$ cat src/rtl/cache_pkg.sv
// Shared cache definitions: lookup/fill FSM states and default
// tag-store geometry used by tag_ctrl, Mtag and related blocks.
package cache_pkg;

   localparam int IDX_W_DEF = 2;
   localparam int TAG_W_DEF = 6;

   typedef enum logic [2:0] {
      IDLE,
      READ,
      CMP,
      FILL,
      WRITE,
      RESP
   } state_t;

endpackage

$ cat src/rtl/sat_counter.sv
// Saturating up-counter; holds at all-ones instead of wrapping.
// Ports: clk, reset (sync, active-low), inc, cnt.
module sat_counter #(
   parameter int W = 16
) (
   input  logic         clk,
   input  logic         reset,
   input  logic         inc,
   output logic [W-1:0] cnt
);

   always_ff @(posedge clk) begin
      if (!reset)
         cnt <= '0;
      else if (inc && (cnt != '1))
         cnt <= cnt + 1'b1;
   end

endmodule

$ cat src/rtl/tag_ctrl.sv
// Direct-mapped cache lookup/fill controller; masters the Mtag write
// port, holds per-line valid bits and saturating hit/miss statistics.
// Ports: clk, reset (sync, active-low); CPU req_valid/req_addr/req_ready,
// resp_valid/resp_hit; Mtag tag_addr/tag_din/tag_we/tag_rdata;
// memory fill mem_req/mem_addr/mem_ack; stats hit_cnt/miss_cnt.
module tag_ctrl
   import cache_pkg::*;
#(
   parameter int IDX_W = cache_pkg::IDX_W_DEF,
   parameter int TAG_W = cache_pkg::TAG_W_DEF,
   parameter int CNT_W = 16
) (
   input  logic                   clk,
   input  logic                   reset,
   input  logic                   req_valid,
   input  logic [TAG_W+IDX_W-1:0] req_addr,
   output logic                   req_ready,
   output logic                   resp_valid,
   output logic                   resp_hit,
   output logic [IDX_W-1:0]       tag_addr,
   output logic [TAG_W-1:0]       tag_din,
   output logic                   tag_we,
   input  logic [TAG_W-1:0]       tag_rdata,
   output logic                   mem_req,
   output logic [TAG_W+IDX_W-1:0] mem_addr,
   input  logic                   mem_ack,
   output logic [CNT_W-1:0]       hit_cnt,
   output logic [CNT_W-1:0]       miss_cnt
);

   localparam int AW    = TAG_W + IDX_W;
   localparam int LINES = 1 << IDX_W;

   state_t             state;
   state_t             nxt;
   logic [AW-1:0]      addr_q;
   logic               hit_q;
   logic [LINES-1:0]   valid;
   logic [IDX_W-1:0]   idx;
   logic [TAG_W-1:0]   tag;
   logic               hit;

   assign idx = addr_q[IDX_W-1:0];
   assign tag = addr_q[AW-1:IDX_W];

   // An invalid line never hits, even if the stale tag matches.
   assign hit = valid[idx] && (tag_rdata == tag);

   always_ff @(posedge clk) begin
      if (!reset)
         state <= IDLE;
      else
         state <= nxt;
   end

   always_comb begin
      nxt = state;
      unique case (state)
         IDLE:    if (req_valid) nxt = READ;
         READ:    nxt = CMP;
         CMP:     nxt = hit ? RESP : FILL;
         FILL:    if (mem_ack) nxt = WRITE;
         WRITE:   nxt = RESP;
         RESP:    nxt = IDLE;
         default: nxt = IDLE;
      endcase
   end

   always_comb begin
      req_ready  = 1'b0;
      resp_valid = 1'b0;
      mem_req    = 1'b0;
      tag_we     = 1'b0;
      unique case (state)
         IDLE:    req_ready  = 1'b1;
         FILL:    mem_req    = 1'b1;
         WRITE:   tag_we     = 1'b1;
         RESP:    resp_valid = 1'b1;
         default: ;
      endcase
   end

   always_ff @(posedge clk) begin
      if (!reset) begin
         addr_q <= '0;
         hit_q  <= 1'b0;
         valid  <= '0;
      end else begin
         if ((state == IDLE) && req_valid)
            addr_q <= req_addr;
         if (state == CMP)
            hit_q <= hit;
         if (state == WRITE)
            valid[idx] <= 1'b1;
      end
   end

   // addr_q only moves in IDLE, so these stay stable READ..RESP.
   assign tag_addr = idx;
   assign tag_din  = tag;
   assign mem_addr = addr_q;
   assign resp_hit = resp_valid & hit_q;

   sat_counter #(.W(CNT_W)) u_hit_cnt (
      .clk   (clk),
      .reset (reset),
      .inc   ((state == CMP) && hit),
      .cnt   (hit_cnt)
   );

   sat_counter #(.W(CNT_W)) u_miss_cnt (
      .clk   (clk),
      .reset (reset),
      .inc   ((state == CMP) && !hit),
      .cnt   (miss_cnt)
   );

endmodule

$ cat config.mk
export PLATFORM = sky130hd
export DESIGN_NAME = tag_ctrl
export DESIGN_NICKNAME = d
export VERILOG_FILES = /design/src/rtl/cache_pkg.sv /design/src/rtl/sat_counter.sv /design/src/rtl/tag_ctrl.sv
export SDC_FILE = /design/constraint.sdc
export NUM_CORES = 1
export LEC_CHECK = 0
export ABC_CLOCK_PERIOD_IN_PS = 2400
export CORE_UTILIZATION = 48
export CTS_CLUSTER_DIAMETER = 80
export CTS_CLUSTER_SIZE = 24
export DETAILED_ROUTE_END_ITERATION = 6
export PLACE_DENSITY = 0.9
export SLEW_MARGIN = 20
export SYNTH_ARGS = -nofsm -noshare
export SYNTH_HDL_FRONTEND = slang
export SYNTH_HIERARCHICAL = 1
export SYNTH_SLANG_ARGS = --single-unit
$ cat constraint.sdc
create_clock -name clk -period 2.4 [get_ports clk]
set_input_delay 0.48 -clock clk [delete_from_list [all_inputs] [get_ports clk]]
set_output_delay 0.48 -clock clk [all_outputs]
set_load 0.03 [all_outputs]
# --- After elaboration in Yosys (flattened, before gate mapping) ---
# Cells that the tools add are included.
op_classes:
  add_sub_neg: 2
  magnitude_cmp: 2
  eq_ne: 10
  muxes: 12
  bitwise_logic: 2
  n_reduce_logical: 10
op_table:
  columns: ["operator", "n"]
  rows:
  - ["16-bit by 1-bit adder with 16-bit output, second input constant", 2]
  - ["16-bit != test, second input constant", 2]
  - ["3-bit one-hot mux with 5 select lines", 1]
  - ["3-bit 2-to-1 mux", 3]
  - ["1-bit logical AND", 7]
  - ["3-bit by 2-bit equality test with 1-bit output, second input constant", 2]
  - ["3-bit equality test, second input constant", 2]
  - ["6-bit equality test", 1]
  - ["1-bit 2-to-1 mux", 6]
  - ["2-bit != test, second input constant", 2]
  - ["4-bit bitwise OR", 1]
  - ["3-bit by 1-bit equality test with 1-bit output, second input constant", 1]
  - ["3-bit logical NOT", 1]
  - ["2-bit by 3-bit < comparator with 1-bit output, second input constant", 1]
  - ["1-bit binary-select mux with 2-bit select", 1]
  - ["1-bit demux with 2-bit select", 1]
  - ["2-bit by 1-bit greater-or-equal comparator with 1-bit output, second input constant", 1]
  - ["2-bit AND reduction", 1]
  - ["1-bit AND", 1]
  - ["1-bit logical NOT", 1]
totals:
  regBits: 48
  inputBits: 18
  out_inout_bits: 53
  word_cells: 44

# --- Longest topological paths before layout ---
depth:
  depth_word: 6
  depth_mapped: 8

# --- Cells and area by module ---
# The synthesis kept the hierarchy.
modules_own_cells:
  columns: ["module", "n_inst", "cells_per_inst", "area_per_inst_um2", "seq_area_each_um2"]
  rows:
  - ["sat_counter", 2, 97, 837.1, 320.3]
  - ["tag_ctrl", 1, 95, 825.8, 320.3]

# --- Worst setup path before layout ---
# No wires, ideal clock.
synth_path:
  path_type: "register -> register"
  start: "reg addr_q[4] (netlist: mem_addr[4])"
  end: "reg u_hit_cnt.cnt[9]"
  setup_time_ns: 0.071
  arrival_time_ns: 2.230
  required_ns: 2.329
  slack_ns: 0.100
  stages_incl_launch_ff: 8
  n_path_buf: 0
  synth_period_minus_slack_ns: 2.300
  path_cell_list: "dfxtp_1 -> xor2_1 -> nor4_4 -> nand4_2 -> nor2_1 -> nand2_1 -> or4_1 -> a21oi_1"
synth_between:
  elab_chain_len: 4
synth_rtl:
  columns: ["element", "line_no", "text"]
  rows:
  - ["from (decl)", "tag_ctrl.sv:36", "logic [AW-1:0] addr_q;"]
  - ["from (signal assigned)", "tag_ctrl.sv:90", "addr_q <= req_addr;"]
  - ["6-bit equality test", "tag_ctrl.sv:47", "assign hit = valid[idx] && (tag_rdata == tag);"]
  - ["1-bit logical AND", "tag_ctrl.sv:47", null]
  - ["1-bit logical AND", "tag_ctrl.sv:107", ".inc ((state == CMP) && hit),"]
  - ["1-bit logical AND", "sat_counter.sv:15", "else if (inc && (cnt != '1))"]
  - ["to (signal assigned)", "sat_counter.sv:16", "cnt <= cnt + 1'b1;"]
  - ["to (decl)", "sat_counter.sv:9", "output logic [W-1:0] cnt"]
# Every way passes these cells.
# A chain may end at the register's enable or synchronous reset.

# --- Worst setup path in the final report ---
layout_path:
  start: "reg state[2]"
  end: "out resp_hit"
layout_between:
  elab_chain_len: 3
layout_rtl:
  columns: ["element", "line_no", "text"]
  rows:
  - ["from (decl)", "tag_ctrl.sv:34", "state_t state;"]
  - ["from (signal assigned)", "tag_ctrl.sv:53", "state <= nxt;"]
  - ["3-bit equality test", "tag_ctrl.sv:74", "unique case (state)"]
  - ["1-bit 2-to-1 mux", "tag_ctrl.sv:74", null]
  - ["1-bit AND", "tag_ctrl.sv:102", "assign resp_hit = resp_valid & hit_q;"]
  - ["to (decl)", "tag_ctrl.sv:19", "output logic resp_hit,"]
# Every way passes these cells.

==> flow_summary_export.csv <==
group,metric,value,unit
status,status,"completed",
cts,cts_made_buffers,5,
cts,cts_max_path_buffers,2,
power,p_per_area,458,nW/um2
detailed_routing,routedWlPerCell,13.9,um
logic_synthesis,ys_top_cells_by_area,"dfxtp_1, nand2_1, a21oi_1",
cells_and_area,nNetsFinal,391,
logic_synthesis,synth_seq_cells,48,
cells_and_area,diodes,0,
sta,setup_viol,0,
logic_synthesis,synth_edf_count,0,
power,p_leak,1.20,nW
sta,slew_viol_final,0,
logic_synthesis,ys_types,46,
floorplan,die-height,74.2,um
cells_and_area,final_cell_mix,"clkdlybuf4s50_1, dfxtp_1, nand2_1",
floorplan,rows,25,
sta,fmax,0.435,GHz
detailed_routing,ant_nets,0,
power,finalPower,1.60,mW
worst_hold_path,worstHoldPathType,"flop to flop",
detailed_routing,vias,2510,
detailed_routing,dr.pass1.iters,4,
cells_and_area,layout-drive-gt1-share,13.2,%
critical_path,crit_path_end_kind,"output port",
global_route,grt_start_max_net_pins,18,
critical_path,critical_path.max_fanout,6,
critical_path,crit_arrival,1.82,ns
sta,hold_slack,0.466,ns
floorplan,start_util,51.2,%
power,ir_drop,296,uV
logic_synthesis,synth_warnings,6,
placement,hpwlAfterDp,4370,um
cells_and_area,area_growth,40.0,%
cells_and_area,final_common_cell,"clkdlybuf4s50_1",
detailed_routing,viasPerCell,5.73,
placement,io_buffers,70,
cells_and_area,final_cells,438,
critical_path,critPathLaunchType,"flop",
detailed_routing,route.detailed.drc,0,
cts,clkTransAtPathRegs,0.08,ns
detailed_routing,wl,6110,um
flow_run,drv_cap,0,
sta,period_share,95.7,%
sta,maxSlewHeadroom,52.1,%
logic_synthesis,yosysTopAreaCellShare,38.4,%
floorplan,io_pins,71,
logic_synthesis,synthFlopType,"dfxtp_1",
detailed_routing,drtIter0Drc,181,
sta,worstMarginPinSlew,0.710,ns
logic_synthesis,syn_area,2500,um2
cts,cts_root_buf,"clkbuf_8",
global_route,grt_pass1_vias,2141,
placement,place_congestion,0.875,
floorplan,core,4880,um2
placement,numPlacedInstances,429,
floorplan,die-area,5500,um2
sta,finClkSkew,0.00392,ns
logic_synthesis,postSynthAreaPerCell,8.65,um2
cts,htreeDepth,2,
cells_and_area,stdcell_area,3500,um2
global_route,grt-ovfl-total,0,
logic_synthesis,async_reset_ff_share,0,%
cts,cts_tree,"done",
sta,hold_viol,0,
logic_synthesis,synth-seq-area-share,38.4,%
cts,clock_latency,0.29,ns
critical_path,critical_path_class,"flop to output port",
logic_synthesis,syn-num-nets,309,
global_route,grt_antenna_before_repair,0,
placement,placed_area,3320,um2
critical_path,critPathRequiredTime,1.92,ns
cts,clock_sinks,48,
global_route,grt.total_usage,21.5,%
sta,period_needed,2.30,ns
floorplan,die_w,74.2,um
logic_synthesis,synthCells,289,
logic_synthesis,yosysTopAreaCell,"dfxtp_1",
global_route,grt_pass1_wl,9380,um
power breakdown:
group / switching, mW / internal [mW]
sequential: 0.0250 / 0.817
clock: 0.251 / 0.199
combinational: 0.173 / 0.136
worst paths after layout:
check,from,endpoint,slack (ns),cells after the start
setup / recovery,state[2],resp_hit,0.10,3
hold / removal,valid[2],valid[2],0.47,1
setup reg to reg,mem_addr[0],u_miss_cnt/cnt[7],0.17,6
hold reg to reg,valid[2],valid[2],0.47,1
through the flow:
stage	worst slack (ns)	setup TNS (ns)	utilization, %
4_1_cts	0.000765	0	69.7
3_5_place_dp	-0.415	-6.72	68.1
5_1_grt	-0.00310	-0.00310	71.7
3_3_place_gp	-0.312	-5.04	68.1
2_1_floorplan	0.0997	0	-
6_report	0.103	0	71.7
final cells by class:
cell class	instances	area, um2
clock buffers	6	72.6
clock inverters	1	5.00
fillers	375	1380
inverters	9	33.8
multi-input cells	218	1490
flip-flops and latches	48	961
well taps	67	83.8
repair buffers	89	852
repair_timing:
action,4_1_cts,5_1_grt
hold buffers,0,0
pin swaps,0,6
setup buffers,0,2
resized for setup,2,18
endpoints found under the hold margin,0,0
setup endpoints to repair,9,19
registers in the layout, summed over array words and instances (netlist names):
| signal | cells |
|---|---|
| u_hit_cnt/cnt | 16 |
| u_miss_cnt/cnt | 16 |
| mem_addr | 8 |
| valid | 4 |
| state | 3 |
| hit_q | 1 |
synth_stat cells, types with 8 or more instances:
cell type,count
nand3_1,13
a21boi_1,8
or4_1,10
o21ai_0,11
nor2_1,17
inv_1,9
buf_4,10
a21oi_1,18
o31ai_1,11
nand2_1,42
dfxtp_1,48
cell families (layout without fill, tap and decap cells):
group / Yosys count / count (layout) / share of synthesized area (%)
fa+ha+maj: 2 / 2 / 1.00
flops: 48 / 48 / 38.4
simple gates: 137 / 137 / 32.6
buf+inv: 23 / 105 / 5.00
mux: 7 / 7 / 3.30
compound gates: 62 / 62 / 16.1
xor+xnor: 10 / 10 / 3.50
critical path, stage by stage (launching register included):
cell	delay, ns
dfxtp_1	0.42
nor3b_1	0.28
and2_1	0.17
clkdlybuf4s50_1	0.66
per-layer routing:
layer | routed length (um) | GRT usage, %
met2 | 2970 | 37.3
met4 | 40 | 5.77
met1 | 2690 | 27.7
met3 | 409 | 3.52
met5 | 0 | 0
(Power assumes the default switching activity.)
